## src/rtl/lsu_bus_if.sv

```systemverilog
// lsu_bus_if: valid/ready request and load-response channel between the LSU and the data memory port
interface lsu_bus_if;
  logic        valid;
  logic        ready;
  logic        we;
  logic [31:0] addr;
  logic [31:0] wdata;
  logic [3:0]  wstrb;
  logic        rvalid;
  logic [31:0] rdata;
  modport master (output valid, we, addr, wdata, wstrb, input ready, rvalid, rdata);
  modport slave  (input valid, we, addr, wdata, wstrb, output ready, rvalid, rdata);
endinterface

```

## src/rtl/lsu_bus_ctrl.sv

```systemverilog
// lsu_bus_ctrl: memory-stage bus controller with alignment, width and timeout fault reporting
module lsu_bus_ctrl #(
  parameter int TIMEOUT_CYCLES = 255
) (
  input  logic             clk,
  input  logic             rst,
  input  logic             req_valid,
  input  logic             req_we,
  input  logic [31:0]      req_addr,
  input  logic [2:0]       req_strb,
  input  logic [31:0]      req_wdata,
  input  logic [3:0]       req_wmask,
  output logic             stall,
  output logic             done,
  output logic             fault,
  output logic [1:0]       fault_cause,
  output logic [31:0]      rdata_raw,
  lsu_bus_if.master        bus
);
  localparam logic [1:0] IDLE = 2'd0, BUS_REQ = 2'd1, BUS_RESP = 2'd2, FINISH = 2'd3;
  logic [1:0] state, cause, chk_cause;
  logic [7:0] cnt;
  logic       is_byte, is_half, is_word, expired;
  assign is_byte   = req_strb[1:0] == 2'b00;
  assign is_half   = req_strb[1:0] == 2'b01;
  assign is_word   = req_strb == 3'b010;
  assign chk_cause = !(is_byte || is_half || is_word) ? 2'b11 :
                     ((is_half && req_addr[0]) || (is_word && req_addr[1:0] != 2'b00)) ? 2'b01 : 2'b00;
  assign expired   = cnt == 8'(TIMEOUT_CYCLES - 1);
  assign stall       = req_valid && state != FINISH;
  assign done        = state == FINISH;
  assign fault       = done && cause != 2'b00;
  assign fault_cause = done ? cause : 2'b00;
  assign bus.valid   = state == BUS_REQ;
  // a handshake on the expiring cycle takes priority over the timeout
  always_ff @(posedge clk) begin
    if (rst) begin
      state     <= IDLE;
      cause     <= 2'b00;
      cnt       <= 8'd0;
      rdata_raw <= 32'd0;
      bus.we    <= 1'b0;
      bus.addr  <= 32'd0;
      bus.wdata <= 32'd0;
      bus.wstrb <= 4'd0;
    end else begin
      case (state)
        IDLE: if (req_valid) begin
          cause <= chk_cause;
          cnt   <= 8'd0;
          state <= chk_cause != 2'b00 ? FINISH : BUS_REQ;
          if (chk_cause == 2'b00) begin
            bus.we    <= req_we;
            bus.addr  <= {req_addr[31:2], 2'b00};
            bus.wdata <= req_wdata;
            bus.wstrb <= req_we ? req_wmask : 4'd0;
          end
        end
        BUS_REQ: if (bus.ready) begin
          cnt   <= 8'd0;
          state <= bus.we ? FINISH : BUS_RESP;
        end else if (expired) begin
          cause <= 2'b10;
          state <= FINISH;
        end else cnt <= cnt + 8'd1;
        BUS_RESP: if (bus.rvalid) begin
          rdata_raw <= bus.rdata;
          state     <= FINISH;
        end else if (expired) begin
          cause <= 2'b10;
          state <= FINISH;
        end else cnt <= cnt + 8'd1;
        default: state <= IDLE;
      endcase
    end
  end
endmodule

```

## src/flat_wrapper.sv

```systemverilog
// flat-port wrapper written by rule: the top's interface ports become plain ports
module lsu_bus_ctrl_flat 
#(
  parameter int TIMEOUT_CYCLES = 255
)
  (clk, rst, req_valid, req_we, req_addr, req_strb, req_wdata, req_wmask, stall, done, fault, fault_cause, rdata_raw, bus_valid, bus_we, bus_addr, bus_wdata, bus_wstrb, bus_ready, bus_rvalid, bus_rdata);
  lsu_bus_if bus_i ();
  input  logic clk;
  input  logic rst;
  input  logic req_valid;
  input  logic req_we;
  input  logic [31:0] req_addr;
  input  logic [2:0] req_strb;
  input  logic [31:0] req_wdata;
  input  logic [3:0] req_wmask;
  output logic stall;
  output logic done;
  output logic fault;
  output logic [1:0] fault_cause;
  output logic [31:0] rdata_raw;
  output wire logic [$bits(bus_i.valid)-1:0] bus_valid;
  output wire logic [$bits(bus_i.we)-1:0] bus_we;
  output wire logic [$bits(bus_i.addr)-1:0] bus_addr;
  output wire logic [$bits(bus_i.wdata)-1:0] bus_wdata;
  output wire logic [$bits(bus_i.wstrb)-1:0] bus_wstrb;
  input wire logic [$bits(bus_i.ready)-1:0] bus_ready;
  input wire logic [$bits(bus_i.rvalid)-1:0] bus_rvalid;
  input wire logic [$bits(bus_i.rdata)-1:0] bus_rdata;
  assign bus_valid = bus_i.valid;
  assign bus_we = bus_i.we;
  assign bus_addr = bus_i.addr;
  assign bus_wdata = bus_i.wdata;
  assign bus_wstrb = bus_i.wstrb;
  assign bus_i.ready = bus_ready;
  assign bus_i.rvalid = bus_rvalid;
  assign bus_i.rdata = bus_rdata;
  lsu_bus_ctrl #(.TIMEOUT_CYCLES(TIMEOUT_CYCLES)) u_core (.clk(clk), .rst(rst), .req_valid(req_valid), .req_we(req_we), .req_addr(req_addr), .req_strb(req_strb), .req_wdata(req_wdata), .req_wmask(req_wmask), .stall(stall), .done(done), .fault(fault), .fault_cause(fault_cause), .rdata_raw(rdata_raw), .bus(bus_i));
endmodule
```

## config.mk

```make
export PLATFORM = sky130hd
export DESIGN_NAME = lsu_bus_ctrl_flat
export DESIGN_NICKNAME = d
export VERILOG_FILES = /design/src/rtl/lsu_bus_if.sv /design/src/rtl/lsu_bus_ctrl.sv /design/src/flat_wrapper.sv
export SDC_FILE = /design/constraint.sdc
export NUM_CORES = 1
export LEC_CHECK = 0
export ABC_AREA = 1
export CAP_MARGIN = 10
export CELL_PAD_IN_SITES_DETAIL_PLACEMENT = 0
export CELL_PAD_IN_SITES_GLOBAL_PLACEMENT = 1
export CORE_AREA = 2 2 124 126
export CTS_CLUSTER_SIZE = 28
export DETAILED_ROUTE_END_ITERATION = 12
export DIE_AREA = 0 0 126 128
export GPL_TIMING_DRIVEN = 0
export PLACE_DENSITY = 0.91
export SLEW_MARGIN = 20
export SYNTH_ARGS = -nofsm -noshare
export SYNTH_HDL_FRONTEND = slang
export SYNTH_SLANG_ARGS = --single-unit
```

## constraint.sdc

```tcl
create_clock -name clk -period 3.7 [get_ports clk]
set_clock_uncertainty 0.05 [all_clocks]
set_input_delay 0.555 -clock clk [delete_from_list [all_inputs] [get_ports clk]]
set_output_delay 0.555 -clock clk [all_outputs]
set_load 0.005 [all_outputs]
```

Word-level counts from Yosys, hierarchy flattened:

Index checks and enable logic that the tools add are counted.

* output and inout port bits: 107
* word-level logic and storage cells: 58
* flip-flop bits (word level): 111
* input port bits: 109

* equal/unequal tests: 10
* mux-type cells: 21
* add/sub/neg operators: 1
* reductions and logical operators: 18

Operators with widths (count)
* 2-to-1 mux 8 bit: 4
* one-hot mux 8 bit (3 select lines): 1
* 2-to-1 mux 2 bit: 11
* one-hot mux 2 bit (3 select lines): 2
* adder 8 x 1 -> 8 bit, second input constant: 1
* == test 8 bit, second input constant: 1
* inequality test 2 bit, second input constant: 4
* logical NOT 2 bit: 3
* AND reduction 3 bit: 2
* nonzero test 2 bit: 3
* == test 2 x 1 -> 1 bit, second input constant: 2
* == test 2 bit, second input constant: 2
* logical AND 1 bit: 4
* 2-to-1 mux 4 bit: 1
* AND reduction 4 bit: 1
* == test 3 x 2 -> 1 bit, second input constant: 1
* logical OR 1 bit: 3
* nonzero test 3 bit: 1
* 2-to-1 mux 1 bit: 2
* AND reduction 2 bit: 1

Longest topological paths before layout:

* depth in word-level cells: 9
* mapped depth: 10

Worst setup path after synthesis:

OpenSTA, ideal clock, no wires.

* kind: input port to flip-flop
* from: input req_strb[1]
* to: register u_core.bus.addr[30]
* cell stages on the path: 7
* library setup time: 0.132 ns
* arrival: 1.463 ns
* slack: 2.055 ns
* path through: or2_1 nand2_1 nand4_2 buf_2 buf_2 nand2_1 a21oi_1

* longest elaborated chain between the ends: 7
* elaborated cells between the ends (all ways): 12
* classes of those cells: 2 x eq/ne; 2 x mux; 8 x reduce/logical

Ends and longest elaborated chain
* start, declared: RTL line flat_wrapper.sv:13 `input logic [2:0] req_strb;`
* == test 3 x 2 -> 1 bit / == test 2 x 1 -> 1 bit (equally long branches): RTL line lsu_bus_ctrl.sv:26, lsu_bus_ctrl.sv:25
* logical AND 1 bit: RTL line lsu_bus_ctrl.sv:28 `((is_half && req_addr[0]) || (is_word && req_addr[1:0] != 2'b00)) ? 2'b01 : 2'b00;`
* logical OR 1 bit: RTL line lsu_bus_ctrl.sv:28
* 2-to-1 mux 1 bit: RTL line lsu_bus_ctrl.sv:28
* 2-to-1 mux 2 bit (*): RTL line lsu_bus_ctrl.sv:27 `assign chk_cause = !(is_byte || is_half || is_word) ? 2'b11 :`
* logical NOT 2 bit (*): RTL line lsu_bus_ctrl.sv:52 `if (chk_cause == 2'b00) begin`
* AND reduction 3 bit (no source line) (*)
* end signal, assigned: RTL line lsu_bus_ctrl.sv:54 `bus.addr <= {req_addr[31:2], 2'b00};`
* end, declared: RTL line lsu_bus_if.sv:11 `modport master (output valid, we, addr, wdata, wstrb, input ready, rvalid, rdata);`

Every way passes the cells marked *; elsewhere a longest branch is shown, timed or not.
A chain may end at the register's enable or synchronous reset.

Worst setup path after layout:

* from: register u_core.state[1]
* to: output fault

* longest elaborated chain between the ends: 2

Ends and longest elaborated chain
* start, declared: RTL line lsu_bus_ctrl.sv:21 `logic [1:0] state, cause, chk_cause;`
* start signal, assigned: RTL line lsu_bus_ctrl.sv:51 `state <= chk_cause != 2'b00 ? FINISH : BUS_REQ;`
* start signal, assigned: RTL line lsu_bus_ctrl.sv:61 `state <= bus.we ? FINISH : BUS_RESP;`
* == test 2 bit: RTL line lsu_bus_ctrl.sv:31 `assign done = state == FINISH;`
* logical AND 1 bit: RTL line lsu_bus_ctrl.sv:32 `assign fault = done && cause != 2'b00;`
* end, declared: RTL line flat_wrapper.sv:18 `output logic fault;`

Every way passes these cells.

==> results_dict.tcl <==
set metrics [dict create \
    drt.antenna.violating_nets 0 \
    layout_worst_path_cycle_share_pct 62.7 \
    cts_made_buffers 9 \
    setup_viol_count_final 0 \
    route.detailed.vias_per_inst 4.34 \
    grt_util_all_layers_pct 15.7 \
    post-synth-top-area-fraction_pct 52.5 \
    dp.cells 971 \
    syn-mean-instance-area_um2 7.43 \
    max_fo_critical_path 6 \
    synthesis.area_mm2 0.00423 \
    route.detailed.drc 0 \
    power.ir.vdd_worst_mv 0.236 \
    total_power_mw 3.48 \
    core_area_mm2 0.0149 \
    synth_enable_flop_cells 0 \
    synth_area_leaders "sky130_fd_sc_hd__dfxtp_1, sky130_fd_sc_hd__nand2_1, sky130_fd_sc_hd__a21oi_1" \
    setup_repair_after_global_routing_missed_its_margin "false" \
    syn_inst 570 \
    cts_post_setup_buffers_inserted 0 \
    startpoint_type "register" \
    synth_warnings 0 \
    hold_viol_final 0 \
    grt_antenna_before_repair 0 \
    grt_start_max_net_pins 19 \
    port_buffers 212 \
    die-height_um 128 \
    postLayoutCoreUtil_pct 46.4 \
    detailed_place_hpwl_mm 9.74 \
    synthMostInstantiatedCell "sky130_fd_sc_hd__nand2_1" \
    clockRootBuffer "sky130_fd_sc_hd__clkbuf_16" \
    p_int_mw 2.43 \
    die-area_mm2 0.0161 \
    cts_tree "done" \
    drive_above_1_share_pct 4.01 \
    post_cts_resized 0 \
    detail_route.wl_per_cell_um 13.2 \
    n_antenna_cell 0 \
    synth_async_sr_flop_share_pct 0 \
    worst-endpoint-required_ps 3090 \
    detail_route.iter0.violations 201 \
    combinationalPowerShare_pct 30.1 \
    clock_path_buffers 2 \
    std_cell_rows 45 \
    power_frac_clock_pct 28.1 \
    power_density_mw_per_mm2 504 \
    final_cells 987 \
    cts.reportedPaths.clkPinSlew_ps 70 \
    clock_sink_total 111 \
    overflow 0 \
    synth-seq-area-share_pct 52.5 \
    drt_first_pass_iters 4 \
    final-seq-area_mm2 0.00222 \
    min-delay-path-class "register to register" \
    max-slew-margin-rel_pct 64.1 \
    grt_pass1_vias 4045 \
    final_max_slew_viol_count 0 \
    area_growth_pct 62.8 \
    worstSetupPathType "register to output port" \
    ff2ff_setup_slack_ps 1710 \
    finalNetCount 910 \
    switchingPower_mw 1.04 \
    cts-hold-fix-buffers 0 \
    layout.cell_area.non_filler_mm2 0.00689 \
    initial_core_util_pct 28.5 \
    wl_mm 13.0 \
    fillCellCount 1550 \
    worst_pin_slew_ps 539 \
    tns_setup_ps 0 \
    postSynth.topFlopCell "sky130_fd_sc_hd__dfxtp_1" \
    worstSkewPairLatency_ps 340 \
    ioPinCount 216 \
    static-leakage-power_nw 2.56 \
    multi_input_combinational_cell_area_mm2 0.00177 \
    dpl_cell_area_mm2 0.00660 \
    post_synth_most_frequent_cells "sky130_fd_sc_hd__nand2_1, sky130_fd_sc_hd__dfxtp_1, sky130_fd_sc_hd__a21oi_1, sky130_fd_sc_hd__nor2_1, sky130_fd_sc_hd__o21ai_0" \
    timing.max_cap.violations 0 \
    grt_first_pass_wirelength_mm 20.4 \
    run_status "finished clean" \
    post_synthesis_sequential_element_count 111 \
    globalplace.congestion 0.823 \
    htreeDepth 3 \
    chipWidth_um 126 \
    synth.largest_area_cell "sky130_fd_sc_hd__dfxtp_1" \
    min_period_ps 2320 \
    routed-via-count 4280 \
    synth_cell_types 24 \
    critical_path_arrival_ps 1720 \
    timing.critical_path.to_type "output port" \
    swShare_pct 30.0 \
    max_freq_ghz 0.431 \
    sequential_share_of_power_pct 41.8 \
]
==> metal layers <==
layer  GRT usage [%]  up-vias  wire length (um)
li1                -     2248                 -
met5               0        -                 0
met3            4.26       19               801
met2            25.9      112              6320
met1            19.4     1901              5600
met4            6.59        0               309
==> cells in the final DEF, fill, tap and decap left out, drive strengths merged, types with 6 or more instances in the layout <==
master,n
clkdlybuf4s50,212
nand2,183
dfxtp,111
a21oi,80
nor2,77
o21ai,40
clkbuf,32
inv,25
buf,11
ha,7
nand3,6
==> per-stage QoR <==
step / setup slack [ps] / hold WS (ps)
2_1_floorplan: 2060 / 389
3_3_place_gp: 1310 / 401
3_5_place_dp: 1250 / 404
4_1_cts: 1360 / 415
5_1_grt: 1220 / 431
6_report: 1380 / 415
==> path summary, 6_finish.rpt <==
kind / cells past startpoint / to / startpoint
worst min-delay path: 2 / u_core.bus.addr[17]$_SDFFE_PP0P_ / u_core.bus.addr[17]$_SDFFE_PP0P_
worst max register to register: 9 / u_core.cnt[6]$_SDFFE_PP0P_ / u_core.state[1]$_SDFFE_PP0P_
worst min register to register: 2 / u_core.bus.addr[17]$_SDFFE_PP0P_ / u_core.bus.addr[17]$_SDFFE_PP0P_
worst max-delay path: 4 / fault / u_core.state[1]$_SDFFE_PP0P_
==> final cells by class <==
class / instances / area share (%)
Buffer: 34 / 2.27
Clock buffer: 9 / 3.27
Clock inverter: 7 / 1.05
Inverter: 24 / 1.31
Multi-Input combinational cell: 402 / 25.7
Sequential cell: 111 / 32.2
Tap cell: 188 / 3.41
Timing Repair Buffer: 212 / 30.8
==> state kept, by name (all words and copies together), names as in the netlist <==
register / count
u_core.bus.addr: 30
u_core.bus.wdata: 32
u_core.bus.we: 1
u_core.bus.wstrb: 4
u_core.cause: 2
u_core.cnt: 8
u_core.rdata_raw: 32
u_core.state: 2
==> cell families (layout without fill, tap and decap cells) <==
group	Yosys count	count (layout)	share of synthesized area, %
simple gates	269	269	24.6
compound gates	123	123	14.7
flops	111	111	52.5
buf+inv	58	286	5.82
fa+ha+maj	7	7	2.07
other cells	1	2	0.0886
xor+xnor	1	1	0.207
==> power by group through the flow <==
stage | Sequential, mW | Clock [mW] | Combinational (mW)
after floorplan | 1.48 | 0 | 0.490
after global placement | 1.47 | 0 | 1.05
after detailed placement | 1.48 | 0 | 1.06
after CTS | 1.45 | 1.01 | 1.06
after global routing | 1.47 | 1.05 | 1.17
final | 1.45 | 0.977 | 1.05
==> critical path: stages, from the launching register on <==
cell	delay, ps
sky130_fd_sc_hd__dfxtp_1	430
sky130_fd_sc_hd__ha_1	280
sky130_fd_sc_hd__nand2_1	100
sky130_fd_sc_hd__nand2_1	70
sky130_fd_sc_hd__clkdlybuf4s50_1	490
Power figures use the tool's default switching activity.
